--- src/rtl/rv_if_stage.sv ---
// Instruction-fetch stage with IF/ID pipeline register.
// A one-entry skid buffer holds a word that returns while the stage is stalled.
module rv_if_stage #(
  parameter logic [31:0] RESET_PC  = 32'h0000_0000,
  parameter logic [31:0] NOP_INSTR = 32'h0000_0013
) (
  input  logic        clk,
  input  logic        rst,
  input  logic        PC_write_i,
  input  logic        IF_ID_write_i,
  input  logic        IF_flush_i,
  input  logic [31:0] branch_target_i,
  output logic        imem_en_o,
  output logic [31:0] imem_addr_o,
  input  logic [31:0] imem_rdata_i,
  output logic [31:0] ID_pc_o,
  output logic [31:0] ID_instr_o,
  output logic        ID_valid_o
);

  logic [31:0] pc_q, pc_d;
  logic        rsp_valid_q, rsp_valid_d;
  logic        buf_valid_q, buf_valid_d;
  logic [31:0] buf_instr_q, buf_instr_d;
  logic [31:0] id_pc_q, id_pc_d;
  logic [31:0] id_instr_q, id_instr_d;
  logic        id_valid_q, id_valid_d;

  logic        avail;
  logic        adv;
  logic [31:0] cur_instr;
  logic [31:0] next_pc;
  logic        fetch_en;

  // The buffered word is always older than anything on the memory bus.
  assign avail     = buf_valid_q | rsp_valid_q;
  assign cur_instr = buf_valid_q ? buf_instr_q : imem_rdata_i;
  assign adv       = PC_write_i & IF_ID_write_i & avail & ~IF_flush_i;
  assign next_pc   = IF_flush_i ? branch_target_i : (adv ? pc_q + 32'd4 : pc_q);
  assign fetch_en  = IF_flush_i | adv | ~avail;

  assign imem_en_o   = fetch_en;
  assign imem_addr_o = next_pc;
  assign ID_pc_o     = id_pc_q;
  assign ID_instr_o  = id_instr_q;
  assign ID_valid_o  = id_valid_q;

  always_comb begin
    pc_d        = next_pc;
    rsp_valid_d = rsp_valid_q;
    buf_valid_d = buf_valid_q;
    buf_instr_d = buf_instr_q;
    id_pc_d     = id_pc_q;
    id_instr_d  = id_instr_q;
    id_valid_d  = id_valid_q;

    if (IF_flush_i) begin
      rsp_valid_d = 1'b1;
      buf_valid_d = 1'b0;
      id_instr_d  = NOP_INSTR;
      id_valid_d  = 1'b0;
    end else if (adv) begin
      rsp_valid_d = 1'b1;
      buf_valid_d = 1'b0;
      id_pc_d     = pc_q;
      id_instr_d  = cur_instr;
      id_valid_d  = 1'b1;
    end else begin
      rsp_valid_d = fetch_en;
      if (rsp_valid_q && !buf_valid_q) begin
        buf_instr_d = imem_rdata_i;
        buf_valid_d = 1'b1;
      end
      // Nothing to hand over yet, so ID sees a bubble rather than a stale word.
      if (IF_ID_write_i && !avail) begin
        id_pc_d    = pc_q;
        id_instr_d = NOP_INSTR;
        id_valid_d = 1'b0;
      end
    end
  end

  always_ff @(posedge clk or posedge rst) begin
    if (rst) begin
      pc_q        <= RESET_PC;
      rsp_valid_q <= 1'b0;
      buf_valid_q <= 1'b0;
      buf_instr_q <= '0;
      id_pc_q     <= RESET_PC;
      id_instr_q  <= NOP_INSTR;
      id_valid_q  <= 1'b0;
    end else begin
      pc_q        <= pc_d;
      rsp_valid_q <= rsp_valid_d;
      buf_valid_q <= buf_valid_d;
      buf_instr_q <= buf_instr_d;
      id_pc_q     <= id_pc_d;
      id_instr_q  <= id_instr_d;
      id_valid_q  <= id_valid_d;
    end
  end

endmodule

--- config.mk ---
export PLATFORM = sky130hd
export DESIGN_NAME = rv_if_stage
export DESIGN_NICKNAME = d
export VERILOG_FILES = /design/src/rtl/rv_if_stage.sv
export SDC_FILE = /design/constraint.sdc
export NUM_CORES = 1
export LEC_CHECK = 0
export BUFFER_PORTS_ARGS = -buffer_cell sky130_fd_sc_hd__buf_2
export CELL_PAD_IN_SITES_DETAIL_PLACEMENT = 2
export CELL_PAD_IN_SITES_GLOBAL_PLACEMENT = 2
export CORE_MARGIN = 2
export CORE_UTILIZATION = 34
export CTS_CLUSTER_DIAMETER = 120
export DETAILED_ROUTE_END_ITERATION = 10
export PLACE_DENSITY_LB_ADDON = 0.3
export SETUP_SLACK_MARGIN = 0.3
export SYNTH_ARGS = -nofsm -noshare
export SYNTH_HDL_FRONTEND = slang
export SYNTH_SLANG_ARGS = --single-unit
export TNS_END_PERCENT = 20
--- constraint.sdc ---
create_clock -name clk -period 6.98 [get_ports clk]
set_input_delay 1.047 -clock clk [delete_from_list [all_inputs] [get_ports clk]]
set_output_delay 1.047 -clock clk [all_outputs]
set_load 0.02 [all_outputs]
==> metrics.md <==
| Metric | Value |
|---|---|
| Hold Buf Count CTS | 0 |
| Data required, critical path | 5930 ps |
| Synthesized area per cell | 11.6 µm² |
| Endpoint class of the critical path | primary output |
| CTS-repair resized insts | 0 |
| Total of warnings raised by yosys | 0 |
| Cell chosen for the clock root | sky130_fd_sc_hd__clkbuf_16 |
| Die Wd | 135 µm |
| ANT nets after route | 0 |
| Post-route DRC | 0 |
| Synthesized instance count | 501 |
| Cell type contributing the most total cell area after synthesis | sky130_fd_sc_hd__dfrtp_1 |
| CTS tree | yes |
| Slew Limit Fails | 0 |
| Total die area | 18100 µm² |
| Clock latency on the worst-skew pair | 420 ps |
| Post-placement cell area | 6840 µm² |
| HPWL reported at the end of detailed placement | 12.3 mm |
| Endpoint arrival time on the critical path | 4060 ps |
| Number of buffers on the longest clock path | 2 |
| Worst min-delay path category | flip-flop to flip-flop |
| Max Cap Viol | 0 |
| Dominant delay contributor by cell family on the critical path | simple AND/OR/NAND/NOR gates |
| Transition time of the tightest slew-check pin | 1080 ps |
| Launch instance of the worst register-to-register path | buf_valid_q |
| # nets final | 730 |
| Internal | 1760 µW |
| Endpoint of the worst-slack reg-to-reg timing path | pc_q[30] |
| Number of port buffers | 166 |
| Post-synthesis sequential area ratio | 0.566 |
| Global routing met3 resource utilization | 0.0604 |
| Switching part of the total | 0.283 |
| Total leakage power | 0.00340 µW |
| Layout Cell Area excl Fill | 7530 µm² |
| RePlAce Congestion | 0.738 |
| Relative area change from synthesis to final layout | 29.7% |
| Area share of the leading cell type in the synthesized netlist | 0.552 |
| Effective utilization at floorplan | 0.349 |
| Met2 Track Usage GR | 0.362 |
| Area of the mapped netlist | 5800 µm² |
| Relative max-transition margin | 0.278 |
| Number of violations reported at the end of detailed-routing iteration 0 | 163 |
| Antenna violations before repair | 3 |
| Worst Reg-to-Reg Cells | 4 |
| Unrepaired setup endpoints after global routing | no |
| Number of failing hold endpoints at the final stage | 0 |
| Final Cycle Share | 0.732 |
| Vias in the first global route | 5261 |
| Met1 GRT Util | 0.256 |
| Post-CTS Setup Inserts | 0 |
| Standard cell core area | 16600 µm² |
| Vertical die dimension | 135 µm |
| Power Density | 326 nW/µm² |
| Post-synthesis register bit count | 131 |
| Final routed wire length divided by cell count | 20.4 µm |
| Power share of the combinational group | 0.180 |
| Site Rows | 47 |
| WS Path Type | flip-flop to primary output |
| Setup violation total in the final timing report | 0 |
| Critical path cell sequence | o211a_1 > nand4_1 > or4_1 > a31oi_1 > buf_2 |
| Clock transition at path regs | 60 ps |
| DR pass1 iterations | 4 |
| Accumulated negative setup slack | 0 ps |
| Sequential group share of total power | 0.399 |
| Net count after synthesis | 571 |
| Maximum vdd drop | 0.180 mV |
| Stages on worst setup path | 5 |
| Via-per-instance ratio | 5.27 |
| Residual overflow from global routing | 0 |
| Peak per-stage delay on the critical path | 1070 ps |
| Total via count in the routed design | 4721 |
| Fmax | 196 MHz |
| End point of the critical path | imem_addr_o[30] |
| First-pass GRT wire length | 29.4 mm |
| Power spent charging and discharging nets | 695 µW |
| Worst setup path start | buf_valid_q |
| Count of boundary I/O pins | 167 |
| Final wirelength | 18.3 mm |
| Post-synth cell types | 35 |
| Clock tree skew after final layout | 7.03 ps |
| Pin count of the biggest net entering global routing | 77 |
| Number of CTS-inserted buffers | 17 |
| Fraction of final layout cells with drive strength greater than 1 | 0.413 |
| Crit Path Max Fanout | 37 |
| Most Used Layer, Global Route | met2 |
| Biggest area contributors in the synthesized netlist | sky130_fd_sc_hd__dfrtp_1, sky130_fd_sc_hd__mux2_2, sky130_fd_sc_hd__mux2i_1 |
| Slowest cell on the critical path | sky130_fd_sc_hd__dfrtp_2 |
| Total number of H-tree levels | 4 |
| Outcome | complete, no violations |
| Final min period | 5110 ps |
| Post-layout util | 0.452 |
| Clock power share | 0.421 |
| Worst-case register-to-register setup slack | 3440 ps |
| Total buffers and inverters traversed by the critical path | 1 |
| Startpoint type of the worst setup path | flip-flop |
| Gr usage total | 0.211 |
| Clock sink count | 131 |
[routing by layer]
| layer | vias to the layer above | wire length [µm] |
|---|---|---|
| li1 | 2149 | - |
| met1 | 2430 | 7630 |
| met2 | 118 | 9390 |
| met3 | 24 | 947 |
| met4 | 0 | 325 |
| met5 | - | 0 |
[cell families after synthesis]
logic type / count (synthesis) / synth area share
adders and majority gates: 1 / 0.00216
xor gates and xnor gates: 8 / 0.0121
muxes: 97 / 0.182
and+or+nand+nor: 140 / 0.121
DFF: 131 / 0.566
AOI/OAI and AO/OA: 88 / 0.0923
buffers and inverters: 36 / 0.0250
[tightest hold or removal path, stage by stage (launching register included)]
cell,delay [ps]
sky130_fd_sc_hd__dfrtp_1,330
sky130_fd_sc_hd__nand2_1,50
sky130_fd_sc_hd__o21ai_0,60
[layout by cell type (no fill, tap or decap), types with 5 or more instances in the layout]
cell type,Yosys,final
sky130_fd_sc_hd__buf_2,5,166
sky130_fd_sc_hd__dfrtp_1,128,127
sky130_fd_sc_hd__mux2_2,67,67
sky130_fd_sc_hd__nand2_1,58,58
sky130_fd_sc_hd__o21ai_0,46,46
sky130_fd_sc_hd__mux2i_1,30,30
sky130_fd_sc_hd__nor2_1,19,19
sky130_fd_sc_hd__a31oi_1,17,17
sky130_fd_sc_hd__clkbuf_16,0,17
sky130_fd_sc_hd__or4_1,14,14
sky130_fd_sc_hd__nand3_1,14,13
sky130_fd_sc_hd__o31ai_1,12,12
sky130_fd_sc_hd__nand4_1,11,11
sky130_fd_sc_hd__and4_1,6,6
sky130_fd_sc_hd__bufinv_16,0,6
sky130_fd_sc_hd__inv_1,6,5
sky130_fd_sc_hd__or3_1,5,5
[stage by stage]
stage          total power (µW)  instances  worst slack, ps  hold slack (ps)
3_5_place_dp               1440        861             2030              469
2_1_floorplan              1260        501             2440              475
5_1_grt                    2570        894             1600              507
3_3_place_gp               1410        861             2200              459
6_report                   2460        895             1870              475
4_1_cts                    2490        893             1780              484
[power groups by stage]
stage,Clock [µW],Sequential (µW),Combinational (µW)
after floorplan,0,1030,225
after global placement,0,982,428
after detailed placement,0,993,447
after CTS,1060,983,452
after global routing,1080,1000,484
final,1030,980,443
[registers in the layout, indices dropped and copies added, names as in the netlist]
| register | flops |
|---|---|
| rsp_valid_q | 1 |
| ID_valid_o | 1 |
| buf_instr_q | 32 |
| pc_q | 32 |
| ID_pc_o | 32 |
| buf_valid_q | 1 |
| ID_instr_o | 32 |
[synthesized netlist by cell type]
cell / n
sky130_fd_sc_hd__buf_2: 5
sky130_fd_sc_hd__buf_1: 5
sky130_fd_sc_hd__and4_1: 6
sky130_fd_sc_hd__nor3_1: 3
sky130_fd_sc_hd__nor4_1: 3
sky130_fd_sc_hd__nand2b_1: 2
sky130_fd_sc_hd__and2_1: 1
sky130_fd_sc_hd__o22a_1: 3
sky130_fd_sc_hd__o211a_1: 1
sky130_fd_sc_hd__nand4_1: 11
sky130_fd_sc_hd__o211ai_2: 1
sky130_fd_sc_hd__mux2_2: 67
sky130_fd_sc_hd__o21ai_0: 46
sky130_fd_sc_hd__nand3_1: 14
sky130_fd_sc_hd__o211ai_1: 1
sky130_fd_sc_hd__and3_1: 3
sky130_fd_sc_hd__o31a_1: 4
sky130_fd_sc_hd__nor2_1: 19
sky130_fd_sc_hd__clkbuf_1: 19
sky130_fd_sc_hd__o21bai_1: 1
sky130_fd_sc_hd__dfstp_2: 3
sky130_fd_sc_hd__ha_1: 1
sky130_fd_sc_hd__a31oi_1: 17
sky130_fd_sc_hd__o31ai_1: 12
sky130_fd_sc_hd__inv_1: 6
sky130_fd_sc_hd__mux2i_1: 30
sky130_fd_sc_hd__dfrtp_1: 128
sky130_fd_sc_hd__or3_1: 5
sky130_fd_sc_hd__nand2_1: 58
sky130_fd_sc_hd__or4_1: 14
sky130_fd_sc_hd__nor4b_2: 1
sky130_fd_sc_hd__buf_4: 1
sky130_fd_sc_hd__xnor2_1: 4
sky130_fd_sc_hd__xor2_1: 4
sky130_fd_sc_hd__a21oi_1: 2
[worst min-delay path by stage]
stage / cells after the start / to / start
2_1_floorplan: 1 / buf_instr_q[0] / buf_instr_q[0]
3_3_place_gp: 2 / ID_instr_o[14] / ID_instr_o[14]
3_5_place_dp: 2 / ID_instr_o[20] / ID_instr_o[20]
4_1_cts: 2 / ID_instr_o[3] / ID_instr_o[3]
5_1_grt: 2 / ID_pc_o[20] / ID_pc_o[20]
6_report: 2 / ID_instr_o[3] / ID_instr_o[3]
[cell type report]
cell class | instances | area, µm²
multi-input cells | 334 | 2390
clock buffers | 19 | 453
repair buffers | 170 | 861
clock inverters | 13 | 230
diodes | 2 | 5.00
flip-flops and latches | 131 | 3280
well taps | 220 | 275
fillers | 1720 | 9110
inverters | 6 | 27.5
(Power assumes the default switching activity.)
